===== config.mk =====
export PLATFORM = sky130hd
export DESIGN_NAME = mem_ctrl
export DESIGN_NICKNAME = d
export VERILOG_FILES = /design/src/rtl/mem_ctrl_pkg.sv /design/src/rtl/mem_ctrl.sv
export SDC_FILE = /design/constraint.sdc
export NUM_CORES = 1
export LEC_CHECK = 0
export ABC_AREA = 1
export ABC_CLOCK_PERIOD_IN_PS = 5200
export BUFFER_PORTS_ARGS = -buffer_cell sky130_fd_sc_hd__clkbuf_2
export CAP_MARGIN = 20
export CORE_MARGIN = 3
export CORE_UTILIZATION = 30
export DETAILED_ROUTE_END_ITERATION = 8
export RECOVER_POWER = 50
export REMOVE_ABC_BUFFERS = 1
export SYNTH_ARGS = -nofsm -noshare
export SYNTH_HDL_FRONTEND = slang
export SYNTH_SLANG_ARGS = --single-unit

===== constraint.sdc =====
create_clock -name clk -period 5.2 [get_ports clk]
set_clock_uncertainty 0.15 [all_clocks]
set_input_delay 0.26 -clock clk [delete_from_list [all_inputs] [get_ports clk]]
set_output_delay 0.26 -clock clk [all_outputs]
set_load 0.005 [all_outputs]

===== src/rtl/mem_ctrl_pkg.sv =====
// Shared definitions for the unified-RAM memory controller: FSM state
// encodings, MEM access length codes and the default RAM address width.
package mem_ctrl_pkg;

    typedef enum logic [1:0] {
        MC_IDLE   = 2'd0,
        MC_IF_RD  = 2'd1,
        MC_MEM_RD = 2'd2,
        MC_MEM_WR = 2'd3
    } mc_state_e;

    localparam logic [1:0] LEN_B = 2'd0;
    localparam logic [1:0] LEN_H = 2'd1;
    localparam logic [1:0] LEN_W = 2'd2;

    localparam int RAM_ADDRESS_SIZE = 17;

    // Byte count for a MEM length code; the unused code 3 behaves as a word.
    function automatic logic [2:0] len_bytes(input logic [1:0] len);
        case (len)
            LEN_B:   return 3'd1;
            LEN_H:   return 3'd2;
            default: return 3'd4;
        endcase
    endfunction

endpackage


===== src/rtl/mem_ctrl.sv =====
// Memory controller: arbitrates the byte-wide unified RAM port between
// instruction fetch and the MEM stage, sequencing multi-byte little-endian
// accesses as back-to-back byte cycles.
// Optional build macro MEM_CTRL_PERF_EN adds per-requester stall-cycle
// counters (perf_if_cyc, perf_mem_cyc).
module mem_ctrl
    import mem_ctrl_pkg::*;
#(
    parameter int ADDR_W = 32,
    parameter int RAM_AW = RAM_ADDRESS_SIZE
) (
    input  logic              clk,
    input  logic              rst,
    input  logic              if_req,
    input  logic [ADDR_W-1:0] if_addr,
    output logic              if_done,
    output logic [31:0]       if_data,
    input  logic              mem_req,
    input  logic              mem_we,
    input  logic [1:0]        mem_len,
    input  logic [ADDR_W-1:0] mem_addr,
    input  logic [31:0]       mem_wdata,
    output logic              mem_done,
    output logic [31:0]       mem_rdata,
    output logic [RAM_AW-1:0] ram_addr,
    output logic              ram_wr,
    output logic [7:0]        ram_dout,
    input  logic [7:0]        ram_din,
    output logic              stall_req_if,
    output logic              stall_req_mem
`ifdef MEM_CTRL_PERF_EN
    ,
    output logic [31:0]       perf_if_cyc,
    output logic [31:0]       perf_mem_cyc
`endif
);

    mc_state_e         state, state_d;
    logic [2:0]        cnt;
    logic [2:0]        cnt_nxt;
    logic [2:0]        cnt_prev;
    logic [2:0]        nbytes;
    logic [RAM_AW-1:0] base;
    logic [RAM_AW-1:0] next_addr;
    logic [31:0]       wdata_q;
    logic [31:0]       asm_q;
    logic [31:0]       asm_nxt;
    logic              grant_mem;
    logic              grant_if;
    logic              rd_last;
    logic              wr_last;

    // Only the low RAM_AW address bits reach the RAM.
    logic unused_addr_hi;
    assign unused_addr_hi = ^{if_addr[ADDR_W-1:RAM_AW], mem_addr[ADDR_W-1:RAM_AW]};

    assign stall_req_if  = if_req  & ~if_done;
    assign stall_req_mem = mem_req & ~mem_done;

    // A requester whose done is high this cycle is not re-granted; MEM wins ties.
    assign grant_mem = mem_req & ~mem_done;
    assign grant_if  = if_req & ~if_done & ~grant_mem;

    assign cnt_nxt  = cnt + 3'd1;
    assign cnt_prev = cnt - 3'd1;
    // Offset arithmetic is modulo 2^RAM_AW, so accesses wrap at the top of RAM.
    assign next_addr = base + {{(RAM_AW-3){1'b0}}, cnt_nxt};
    // Reads: cnt counts cycles since the first address; byte cnt-1 arrives now.
    assign rd_last  = (cnt == nbytes);
    // Writes: cnt is the byte being driven this cycle.
    assign wr_last  = (cnt_nxt == nbytes);

    // Merge the byte arriving this cycle into the assembly buffer.
    always_comb begin
        asm_nxt = asm_q;
        asm_nxt[{cnt_prev[1:0], 3'b000} +: 8] = ram_din;
    end

    // State register.
    always_ff @(posedge clk) begin
        if (rst) state <= MC_IDLE;
        else     state <= state_d;
    end

    // Next-state logic; grants are non-preemptive.
    always_comb begin
        state_d = state;
        case (state)
            MC_IDLE: begin
                if (grant_mem)     state_d = mem_we ? MC_MEM_WR : MC_MEM_RD;
                else if (grant_if) state_d = MC_IF_RD;
            end
            MC_IF_RD, MC_MEM_RD: if (rd_last) state_d = MC_IDLE;
            MC_MEM_WR:           if (wr_last) state_d = MC_IDLE;
            default:             state_d = MC_IDLE;
        endcase
    end

    // Datapath: latch the request at grant, walk the byte sequence, return data.
    always_ff @(posedge clk) begin
        if (rst) begin
            cnt       <= '0;
            nbytes    <= '0;
            base      <= '0;
            wdata_q   <= '0;
            asm_q     <= '0;
            if_done   <= 1'b0;
            mem_done  <= 1'b0;
            if_data   <= '0;
            mem_rdata <= '0;
            ram_addr  <= '0;
            ram_wr    <= 1'b0;
            ram_dout  <= '0;
        end else begin
            if_done  <= 1'b0;
            mem_done <= 1'b0;
            case (state)
                MC_IDLE: begin
                    if (grant_mem) begin
                        base     <= mem_addr[RAM_AW-1:0];
                        nbytes   <= len_bytes(mem_len);
                        wdata_q  <= mem_wdata;
                        cnt      <= '0;
                        asm_q    <= '0;
                        ram_addr <= mem_addr[RAM_AW-1:0];
                        ram_wr   <= mem_we;
                        ram_dout <= mem_we ? mem_wdata[7:0] : 8'h00;
                    end else if (grant_if) begin
                        base     <= if_addr[RAM_AW-1:0];
                        nbytes   <= 3'd4;
                        cnt      <= '0;
                        asm_q    <= '0;
                        ram_addr <= if_addr[RAM_AW-1:0];
                    end
                end
                MC_IF_RD, MC_MEM_RD: begin
                    cnt <= cnt_nxt;
                    if (cnt != 3'd0)
                        asm_q <= asm_nxt;
                    if (cnt_nxt < nbytes)
                        ram_addr <= next_addr;
                    if (rd_last) begin
                        cnt <= '0;
                        if (state == MC_IF_RD) begin
                            if_done <= 1'b1;
                            if_data <= asm_nxt;
                        end else begin
                            mem_done  <= 1'b1;
                            mem_rdata <= asm_nxt;
                        end
                    end
                end
                MC_MEM_WR: begin
                    if (wr_last) begin
                        cnt      <= '0;
                        ram_wr   <= 1'b0;
                        mem_done <= 1'b1;
                    end else begin
                        cnt      <= cnt_nxt;
                        ram_addr <= next_addr;
                        ram_wr   <= 1'b1;
                        ram_dout <= wdata_q[{cnt_nxt[1:0], 3'b000} +: 8];
                    end
                end
                default: ;
            endcase
        end
    end

`ifdef MEM_CTRL_PERF_EN
    // Saturating stall-cycle counters, one per requester.
    always_ff @(posedge clk) begin
        if (rst) begin
            perf_if_cyc  <= '0;
            perf_mem_cyc <= '0;
        end else begin
            if (stall_req_if && perf_if_cyc != 32'hFFFF_FFFF)
                perf_if_cyc <= perf_if_cyc + 32'd1;
            if (stall_req_mem && perf_mem_cyc != 32'hFFFF_FFFF)
                perf_mem_cyc <= perf_mem_cyc + 32'd1;
        end
    end
`endif

endmodule

# Word level (Yosys, flattened, before mapping)
# Cells that the tools add are included.
[totals]
regBits = 181
in_bits = 111
output_inout_bits = 94
wordCells = 96
[op_classes]
addsub = 4
order_cmp = 1
n_eq_ne = 13
shifts = 3
mux = 36
bitwise = 9
reduce_logical = 17
[ops]
columns = ["op", "count"]
rows = [
  ["32-bit two-way mux", 3],
  ["17-bit two-way mux", 4],
  ["32-bit one-hot mux with 2 select lines", 1],
  ["17-bit one-hot mux with 3 select lines", 1],
  ["32-bit bitwise mux", 1],
  ["8-bit by 7-bit variable shift with 32-bit output, first input constant", 1],
  ["32-bit by 6-bit variable part select with 8-bit output", 1],
  ["8-bit by 7-bit variable part select with 32-bit output", 1],
  ["8-bit two-way mux", 3],
  ["3-bit two-way mux", 6],
  ["3-bit AND reduction", 6],
  ["17-bit by 3-bit adder with 17-bit output", 1],
  ["8-bit one-hot mux with 2 select lines", 1],
  ["2-bit inequality test, second input constant", 6],
  ["3-bit one-hot mux with 3 select lines", 1],
  ["2-bit two-way mux", 4],
  ["1-bit two-way mux", 7],
  ["5-bit negator with 7-bit output", 1],
  ["3-bit == test", 2],
  ["1-bit NOT", 6],
  ["2-bit one-hot mux with 3 select lines", 1],
  ["3-bit one-hot mux with 2 select lines", 1],
  ["2-bit AND reduction", 3],
  ["2-bit nonzero test", 3],
  ["12 further kinds", 18],
]

# Logic depth before layout (Yosys ltp)
[logic_depth]
depth_word = 7
ltp_mapped = 16
mapped_depth_nobuf = 14

# Worst setup path after synthesis
# Ideal clock, no wire load.
[synth_path]
path_kind = "register -> register"
from = "register cnt[0]"
to = "register ram_addr[10]"
setup_time_ns = 0.070
arrival_ns = 2.611
required_time_ns = 4.980
slack_ns = 2.369
stages_incl_launch_ff = 15
path_buffers = 2
synth_period_minus_slack_ns = 2.831
cell_sequence = "dfxtp_1 inv_1 clkbuf_1 ha_1 inv_1 buf_2 fa_1 inv_1 nand3_1 nand2_1 nand2_1 nor2_1 xor2_1 nand2_1 a21oi_1"
[synth_between]
elab_chain_len = 4
elab_cells_between_ends = 10
classes_between = "2 x add/sub; 1 x order compare; 3 x eq/ne; 3 x mux; 1 x reduce/logical"
[synth_lines]
columns = ["item", "line_no", "text"]
rows = [
  ["from (decl)", "mem_ctrl.sv:39", "logic [2:0] cnt;"],
  ["from (signal assigned)", "mem_ctrl.sv:137", "cnt <= cnt_nxt;"],
  ["from (signal assigned)", "mem_ctrl.sv:159", "cnt <= cnt_nxt;"],
  ["3-bit by 1-bit adder with 3-bit output *", "mem_ctrl.sv:64", "assign cnt_nxt = cnt + 3'd1;"],
  ["17-bit by 3-bit adder with 17-bit output, or another cell as far along", "mem_ctrl.sv:67", "assign next_addr = base + {{(RAM_AW-3){1'b0}}, cnt_nxt};"],
  ["17-bit two-way mux, or another cell as far along", "mem_ctrl.sv:154", "if (wr_last) begin"],
  ["17-bit one-hot mux with 3 select lines / 3-bit AND reduction (equally long branches)", "-", ""],
  ["to (signal assigned)", "mem_ctrl.sv:125", "ram_addr <= mem_addr[RAM_AW-1:0];"],
  ["to (signal assigned)", "mem_ctrl.sv:133", "ram_addr <= if_addr[RAM_AW-1:0];"],
  ["to (signal assigned)", "mem_ctrl.sv:160", "ram_addr <= next_addr;"],
  ["to (decl)", "mem_ctrl.sv:25", "output logic [RAM_AW-1:0] ram_addr,"],
]
# Every way passes the cells marked *; elsewhere a longest branch is shown, timed or not. The select of a mux whose other input is x is not followed.
# A chain may end at the register's enable or synchronous reset.

# Worst setup path after layout
[layout_path]
from = "register cnt[0]"
to = "register if_data[8]"
[layout_between]
elab_chain_len = 4
elab_cells_between_ends = 7
classes_between = "2 x add/sub; 1 x eq/ne; 2 x shift; 1 x mux; 1 x reduce/logical"
[layout_lines]
columns = ["item", "line_no", "text"]
rows = [
  ["2-bit by 1-bit subtractor with 2-bit output", "mem_ctrl.sv:65", "assign cnt_prev = cnt - 3'd1;"],
  ["5-bit negator with 7-bit output", "mem_ctrl.sv:76", "asm_nxt[{cnt_prev[1:0], 3'b000} +: 8] = ram_din;"],
  ["8-bit by 7-bit variable part select with 32-bit output / 8-bit by 7-bit variable shift with 32-bit output (equally long branches)", "mem_ctrl.sv:76", ""],
  ["32-bit bitwise mux", "mem_ctrl.sv:76", ""],
  ["to (signal assigned)", "mem_ctrl.sv:146", "if_data <= asm_nxt;"],
  ["to (decl)", "mem_ctrl.sv:17", "output logic [31:0] if_data,"],
]
# Parallel ways exist; a longest one is shown, timed or not.

==> impl_metrics.csv <==
group,metric,value,unit
clocking,cts_buffer_depth,2,
global_route,antenna_found_initial,0,
routing,postRouteAntennaNets,0,
clocking,clk_latency,0.43,ns
sta,setup_viol,0,
worst_setup_path,crit_family,"buffers and inverters",
worst_setup_path,arrival,4.13,ns
clocking,ctsResizeCount,0,
worst_setup_path,crit_path_max_incr_delay,1.12,ns
final_layout,finalNetCount,1447,
power_and_ir_drop,clockPowerShare,25.2,%
floorplanning,fp-row-count,59,
clocking,cts_tree,"built",
sta,fmax,252.3,MHz
worst_setup_path,critPathKind,"reg -> reg",
power_and_ir_drop,p_int,3.117,mW
power_and_ir_drop,leakagePower,4.151,nW
power_and_ir_drop,finalPower,5.383,mW
run_status,failed_checks,"max-capacitance violations, max-slew violations",
synth,syn_inst,1155,
worst_setup_path,crit_path_top_delay_cell,"clkbuf_1",
sta,rsz0062_at_grt,"no",
synth,synthesis.area,0.008168,sq mm
sta,fin_setup_tns,0,ns
power_and_ir_drop,combPwrFrac,38.7,%
sta,min_period,3.964,ns
worst_setup_path,path_max_fanout,35,
power_and_ir_drop,p_sw,2.266,mW
routing,num_vias,7944,
routing,vias_per_cell,4.768,
sta,hold-worst-slack,0.02441,ns
routing,routedWlPerCell,14.90,um
worst_setup_path,setup.worst_path.start_class,"flop",
floorplanning,fp.dieH,171.0,um
worst_setup_path,worstPathRequired,5.37,ns
synth,yosys_warnings,0,
routing,drt-total-wl,24.82,mm
global_route,grt_use_total,16.50,%
placed_design,gp_congestion,0.8409,
clocking,numCtsBuffers,17,
placed_design,portBuffers,174,
power_and_ir_drop,peakVddDrop,0.1999,mV
sta,slew_viol_final,36,
clocking,clk_pin_slew,0.08,ns
final_layout,area_delta_synth_final,23.73,%
floorplanning,die_area,0.02924,sq mm
synth,yosysSeqAreaShare,44.36,%
clocking,clock_sinks,181,
floorplanning,core_area,0.02643,sq mm
routing,drc,0,
placed_design,dpl_cell_area,0.009275,sq mm
global_route,grt_pass1_vias,7342,
global_route,grt_max_degree,98,
run,maxCapViolations,1,
worst_setup_path,cp_common_cell,"nor2_1",
worst_setup_path,worstPathBufferInverterCount,4,
run_status,outcome,"finished, violations left",
final_layout,antenna_cells,0,
final_layout,fillCellCount,2802,
sta,hold_viol,0,
final_layout,drive_above_1_share,12.32,%
floorplanning,start_util,30.91,%
floorplanning,die_w,171.0,um
final_layout,final_area,0.01011,sq mm
routing,dr.pass1.iters,5,
sta,worstMarginPinSlew,1.540,ns
sta,slew_headroom,-2.673,%
global_route,grt_pass1_wl,38.65,mm
worst_setup_path,worstSetupEndpointType,"flop",
global_route,overflow,0,
routing,drtIter0Drc,530,
synth,synth.distinct_cells,33,
worst_setup_path,path_cells,"ha_1, inv_1, nand2_1, nor2_1, nand2_1, nor2_2, clkbuf_1, inv_1, buf_12, nor2_1, nor2_1",
power_and_ir_drop,sequentialPowerShare,36.0,%
synth,syn_area_per_cell,7.072,sq um
worst_hold_path,hp-class,"in -> reg",
power_and_ir_drop,p_sw_share,42.10,%
synth,ys_seq_elements,181,
clocking,cts-root-buf,"clkbuf_16",
floorplanning,ios,205,
placed_design,dp_hpwl,16.52,mm
sta,post-route-period-util,76.23,%
clocking,cts.htree.levels,4,
power_and_ir_drop,cellPowerDensity,532.7,mW/mm^2
worst register-to-register path, stage by stage (launching register included):
cell and delay, ns:
dfxtp_1 0.82, ha_1 0.38, inv_1 0.06, nand2_1 0.05, nor2_1 0.11, nand2_1 0.10
nor2_2 0.09, clkbuf_1 1.12, inv_1 0.47, buf_12 0.30, nor2_1 0.15, nor2_1 0.06
metrics by stage:
step	setup slack, ns	instances	utilization, %
floorplan	2.106	1086	-
global placement	1.636	1603	34.92
detailed placement	1.614	1605	35.10
CTS	1.592	1666	38.58
global route	0.8031	1666	38.24
finish	1.236	1666	38.24
final timing paths:
path | end | depth (start not counted) | from | slack (ns)
setup / recovery | if_data[8] | 11 | cnt[0] | 1.24
hold / removal | wdata_q[7] | 3 | mem_wdata[7] | 0.02
setup reg to reg | if_data[8] | 11 | cnt[0] | 1.24
hold reg to reg | wdata_q[27] | 2 | wdata_q[27] | 0.30
power groups by stage:
stage / logic [mW] / clock network (mW) / registers [mW]
final: 2.09 / 1.36 / 1.94
after global routing: 2.37 / 1.46 / 1.98
after CTS: 2.14 / 1.40 / 1.94
after detailed placement: 2.12 / 0 / 1.97
after global placement: 2.05 / 0 / 1.97
after floorplan: 1.27 / 0 / 1.95
registers in the layout (all words and copies together), names as in the netlist, 2 cells and up:
signal and count:
cnt 3, mem_rdata 32, ram_addr 17, nbytes 3, if_data 32, ram_dout 8
state 2, wdata_q 32, base 17, asm_q 32
routing by layer:
layer,track usage (%),up-vias,part of all wire (%)
li1,-,4109,-
met1,22.17,3667,48
met2,27.74,156,47
met3,3.604,12,4.3
met4,2.764,0,0.58
met5,0,-,0
layout make-up:
| class | instances | area, sq um | share of cell area, % |
|---|---|---|---|
| Multi-Input combinational cell | 774 | 3762 | 37.23 |
| Sequential cell | 181 | 3623 | 35.86 |
| Timing Repair Buffer | 213 | 1179 | 11.66 |
| Inverter | 131 | 491.7 | 4.866 |
| Clock buffer | 17 | 425.4 | 4.210 |
| Tap cell | 335 | 419.2 | 4.148 |
| Clock inverter | 15 | 205.2 | 2.030 |
cell usage after synthesis (all sizes together):
library cell | instances | share of area [%]
nor3 | 2 | 0.12
clkbuf | 40 | 1.8
mux2i | 2 | 0.25
xnor2 | 2 | 0.21
o221ai | 8 | 0.86
nand2 | 224 | 10
fa | 1 | 0.25
o22ai | 25 | 1.9
inv | 128 | 5.9
a21oi | 139 | 8.5
a211oi | 7 | 0.64
a22oi | 8 | 0.74
dfxtp | 181 | 44
clkinv | 3 | 0.14
nand4 | 6 | 0.46
nand3 | 49 | 3.1
o21ai | 121 | 7.5
xor2 | 3 | 0.32
ha | 17 | 2.6
buf | 29 | 1.7
or2 | 8 | 0.61
nor2 | 142 | 6.6
o211ai | 2 | 0.25
o32ai | 8 | 0.86
cells in the final DEF (no fill, tap or decap), types with 5 or more instances in the layout:
master,netlist,routed
dfxtp_1,181,181
clkinv_8,0,5
clkbuf_2,0,107
dlygate4sd3_1,0,29
a21oi_1,139,139
or2_2,7,7
nand3_1,48,48
ha_1,17,17
inv_1,125,126
clkbuf_1,40,66
buf_4,0,6
o32ai_1,8,8
o221ai_1,8,8
nand4_1,6,6
a211oi_1,7,7
clkbuf_16,0,17
o22ai_1,25,25
o21ai_0,118,118
nor2_1,140,140
a22oi_1,8,8
nand2_1,223,222
what timing repair did:
item | in CTS | in global routing
endpoints found under the hold margin | 30 | 0
setup buffers | 0 | 0
hold buffers | 29 | 0
cell families (layout without fill, tap and decap cells):
logic type / count (synthesis) / count (layout) / synth area share [%]
AO/OA/AOI/OAI: 318 / 318 / 21.23
XOR/XNOR: 5 / 5 / 0.5362
adder cells (fa/ha/maj): 18 / 18 / 2.849
buffers and inverters: 200 / 376 / 9.605
flip-flops: 181 / 181 / 44.36
multiplexers: 2 / 2 / 0.2451
AND/OR/NAND/NOR: 431 / 431 / 21.17
Power figures use the tool's default switching activity.
